===== src/rtl/alu_operand_sequencer.sv =====
// Operand sequencer for the 8-bit 2:1 ALU mux: collects A (and B unless chained), drives the mux, registers the result.
// Latency: 2 edges from the B handshake (or the chained A handshake) to res_valid.
// Backpressure: in_ready low from DRIVE until the result handshakes; res_data is held while res_ready is low.
module alu_operand_sequencer #(
  parameter int WIDTH  = 8,
  parameter bit ACC_EN = 1'b1
) (
  input  logic             clk,
  input  logic             rst_n,
  input  logic             in_valid,
  input  logic [WIDTH-1:0] in_data,
  input  logic             in_sel,
  input  logic             in_chain,
  output logic             in_ready,
  output logic             mux_sel,
  output logic [WIDTH-1:0] mux_in1,
  output logic [WIDTH-1:0] mux_in2,
  input  logic [WIDTH-1:0] mux_out,
  output logic             res_valid,
  output logic [WIDTH-1:0] res_data,
  input  logic             res_ready,
  output logic [7:0]       op_count
);

  typedef enum logic [1:0] {
    IDLE  = 2'd0,
    GET_B = 2'd1,
    DRIVE = 2'd2,
    HOLD  = 2'd3
  } state_t;

  state_t           state_q, state_d;
  logic [WIDTH-1:0] opa_q, opb_q, res_q, acc_q;
  logic             sel_q;
  logic [7:0]       cnt_q;
  logic             chain_a;
  logic             take_a, take_b, capture, retire;

  assign chain_a = in_chain && ACC_EN;

  always_ff @(posedge clk or negedge rst_n) begin
    if (!rst_n) state_q <= IDLE;
    else        state_q <= state_d;
  end

  always_comb begin
    state_d = state_q;
    take_a  = 1'b0;
    take_b  = 1'b0;
    capture = 1'b0;
    retire  = 1'b0;
    case (state_q)
      IDLE: begin
        if (in_valid) begin
          take_a  = 1'b1;
          state_d = chain_a ? DRIVE : GET_B;
        end
      end
      GET_B: begin
        if (in_valid) begin
          take_b  = 1'b1;
          state_d = DRIVE;
        end
      end
      DRIVE: begin
        capture = 1'b1;
        state_d = HOLD;
      end
      HOLD: begin
        if (res_ready) begin
          retire  = 1'b1;
          state_d = IDLE;
        end
      end
      default: state_d = IDLE;
    endcase
  end

  // Chained B is the previous result, loaded on the same edge as A so the mux inputs change only once.
  always_ff @(posedge clk or negedge rst_n) begin
    if (!rst_n) begin
      opa_q <= '0;
      opb_q <= '0;
      sel_q <= 1'b0;
      res_q <= '0;
      acc_q <= '0;
      cnt_q <= 8'd0;
    end else begin
      if (take_a) begin
        opa_q <= in_data;
        sel_q <= in_sel;
        if (chain_a) opb_q <= acc_q;
      end
      if (take_b) opb_q <= in_data;
      if (capture) begin
        res_q <= mux_out;
        acc_q <= mux_out;
      end
      if (retire) cnt_q <= cnt_q + 8'd1;
    end
  end

  assign in_ready  = (state_q == IDLE) || (state_q == GET_B);
  assign res_valid = (state_q == HOLD);
  assign res_data  = res_q;
  assign mux_sel   = sel_q;
  assign mux_in1   = opa_q;
  assign mux_in2   = opb_q;
  assign op_count  = cnt_q;

endmodule

===== config.mk =====
export PLATFORM = sky130hd
export DESIGN_NAME = alu_operand_sequencer
export DESIGN_NICKNAME = d
export VERILOG_FILES = /design/src/rtl/alu_operand_sequencer.sv
export SDC_FILE = /design/constraint.sdc
export NUM_CORES = 1
export LEC_CHECK = 0
export CORE_UTILIZATION = 35
export DETAILED_ROUTE_END_ITERATION = 12
export PLACE_DENSITY = 0.65
export REMOVE_ABC_BUFFERS = 1
export SLEW_MARGIN = 20
export SYNTH_ARGS = -nofsm -noshare
export SYNTH_HDL_FRONTEND = slang
export SYNTH_SLANG_ARGS = --single-unit

===== constraint.sdc =====
create_clock -name clk -period 3.31 [get_ports clk]
set_clock_uncertainty 0.2 [all_clocks]
set_input_delay 0.4965 -clock clk [delete_from_list [all_inputs] [get_ports clk]]
set_output_delay 0.4965 -clock clk [all_outputs]
set_load 0.02 [all_outputs]

==> flow_summary.json <==
{
  "finish.utilization": 0.525,
  "p_comb_frac": 0.524,
  "end_kind": "output port",
  "dieArea_mm2": 0.00476,
  "use_met2": 0.280,
  "fin_crit_ns": 2.50,
  "grt_remaining_overflow": 0,
  "cap_violations": 0,
  "dpl_cell_area_mm2": 0.00217,
  "yosysTopAreaCell": "dfrtp_1",
  "p_sw_frac": 0.381,
  "synth_edf_count": 0,
  "yosysTopAreaCellShare": 0.557,
  "seq_area_frac_synth": 0.557,
  "clk_pin_slew_ns": 0.06,
  "rsz0062_at_grt": "no",
  "ir_drop_mv": 0.518,
  "synth_seq_cells": 35,
  "synth_flop_cell": "dfrtp_1",
  "drt-initial-drc-count": 25,
  "cts_inserted_buffers": 5,
  "rows": 24,
  "p_per_area_mw_per_mm2": 1020,
  "cts_tree": "done",
  "start_util": 0.363,
  "finalWirelength_um": 3610,
  "die_h_um": 69.0,
  "grt_use_total": 0.164,
  "status": "finished, final reports clean",
  "critPathArrivalTime_ns": 1.81,
  "grt_use_met1": 0.189,
  "core_area_mm2": 0.00432,
  "dpl.hpwl_um": 2610,
  "cts_buffer_depth": 2,
  "required_ns": 2.61,
  "h-tree-depth": 2,
  "final_hold_viol_count": 0,
  "worstMarginPinSlew_ns": 0.460,
  "worstSkewPairLatency_ns": 0.28,
  "grt-busiest-layer": "met2",
  "p_leak_nw": 1.01,
  "yosysWarnings": 0,
  "slew_headroom": 0.693,
  "p_seq_frac": 0.334,
  "postCtsResizedCells": 0,
  "routedWlPerCell_um": 15.6,
  "finalCritPeriodShare": 0.756,
  "grt_start_max_net_pins": 36,
  "firstDrtPassIters": 4,
  "syn_area_per_cell_um2": 13.3,
  "min_path_type": "reg2reg",
  "synthCells": 118,
  "synth-async-reset-ratio": 1.00,
  "nNetsFinal": 206,
  "synth.area.top_cells": "dfrtp_1, mux2_2, mux2i_1",
  "area_delta_synth_final_pct": 44.6,
  "vias": 1134,
  "timing.hold.ws_ns": 0.272,
  "clkPwrFrac": 0.143,
  "clock-root-buffer": "clkbuf_8",
  "cp_max_fo": 4,
  "postCtsSetupBuffers": 0,
  "cp-start-kind": "register",
  "timing.fmax_mhz": 399,
  "grtUsageMet3": 0.0570,
  "numPortBuffers": 56,
  "numClockSinks": 35,
  "internal_power_w": 0.00143,
  "yosysUniqueCellTypes": 22,
  "synth_area_mm2": 0.00157,
  "yosysMostFrequentCell": "dfrtp_1",
  "setup_tns_ns": 0,
  "n_fill_cell": 367,
  "io_pins": 57,
  "num_antenna_cells": 0,
  "drive_gt1_frac": 0.162,
  "worst-setup-path-type": "reg2out",
  "p_switching_w": 0.000880,
  "finalInstanceArea_mm2": 0.00227,
  "drc": 0,
  "postCtsHoldBufs": 0,
  "die_w_um": 69.0,
  "grt_pass1_vias": 1215,
  "setup_violations": 0,
  "grt_pass1_wl_um": 6040,
  "gp_congestion": 0.710,
  "vias_per_cell": 4.91,
  "ys_top_cells_by_count": "dfrtp_1, mux2_2, mux2i_1, a21oi_1, a31oi_1",
  "antenna_found_initial": 0,
  "slew_viol_final": 0,
  "ant_nets": 0
}
layer usage:
layer | vias to the layer above | share of wire
li1 | 536 | -
met1 | 544 | 0.41
met2 | 46 | 0.51
met3 | 8 | 0.071
met4 | 0 | 0.014
met5 | - | 0
cell usage in the layout, fill, tap and decap left out, types with 2 or more instances in the layout:
cell             Yosys  routed
inv_1                5       5
xnor2_1              6       6
and3_1               2       2
mux2i_1             12      12
nand2_1              2       2
dfrtp_1             35      35
buf_4                1       2
ha_1                 6       6
nand4_1              4       4
a21oi_1              8       8
a31oi_1              8       8
mux2_2              17      17
clkbuf_8             0       7
clkdlybuf4s50_1      0      56
worst paths after layout:
check                                   end  cells after the start  slack, ns        start
worst max-delay path               in_ready                      5       0.81   state_q[1]
worst min-delay path            op_count[7]                      1       0.27  op_count[7]
worst max register to register     acc_q[6]                      3       1.60   state_q[0]
worst min register to register  op_count[7]                      1       0.27  op_count[7]
max in group asynchronous        mux_in1[2]                      2       2.16        rst_n
min in group asynchronous       op_count[1]                      2       0.44        rst_n
final cells by class:
cell class | count | area, µm² | area share
timing repair buffer | 58 | 576 | 0.253
clock buffer | 8 | 100 | 0.0441
tap | 52 | 65.1 | 0.0286
multi-input combinational | 73 | 637 | 0.280
inverter | 5 | 18.8 | 0.00826
sequential | 35 | 876 | 0.385
registers in the layout, indices dropped and copies added (netlist names):
signal and count:
acc_q 8, mux_in1 8, mux_in2 8, op_count 8, state_q 2, mux_sel 1
worst max-delay path, stage by stage (launching register included):
cell and delay (ns):
dfrtp_1 0.40, inv_1 0.13, ha_1 0.25, nor2_1 0.08
inv_1 0.06, clkdlybuf4s50_1 0.61
per-stage QoR:
step / setup slack, ns / total power (W) / cells
after floorplan: 1.69 / 0.00144 / 113
after global routing: 0.735 / 0.00246 / 231
after CTS: 0.784 / 0.00234 / 231
after detailed placement: 1.10 / 0.00200 / 223
after global placement: 1.17 / 0.00195 / 223
final: 0.806 / 0.00231 / 231
cells by family after synthesis:
logic type               synth area share
AO/OA/AOI/OAI                      0.0669
XOR/XNOR                           0.0390
adder cells (fa/ha/maj)            0.0478
buffers and inverters              0.0374
flip-flops                          0.557
multiplexers                        0.205
AND/OR/NAND/NOR                    0.0462
power by group through the flow:
stage,clock [W],combinational [W],sequential (W)
6_report,0.000330,0.00121,0.000771
5_1_grt,0.000367,0.00130,0.000800
4_1_cts,0.000343,0.00123,0.000769
3_5_place_dp,0,0.00122,0.000775
3_3_place_gp,0,0.00119,0.000760
2_1_floorplan,0,0.000461,0.000975
(Power assumes the default switching activity.)
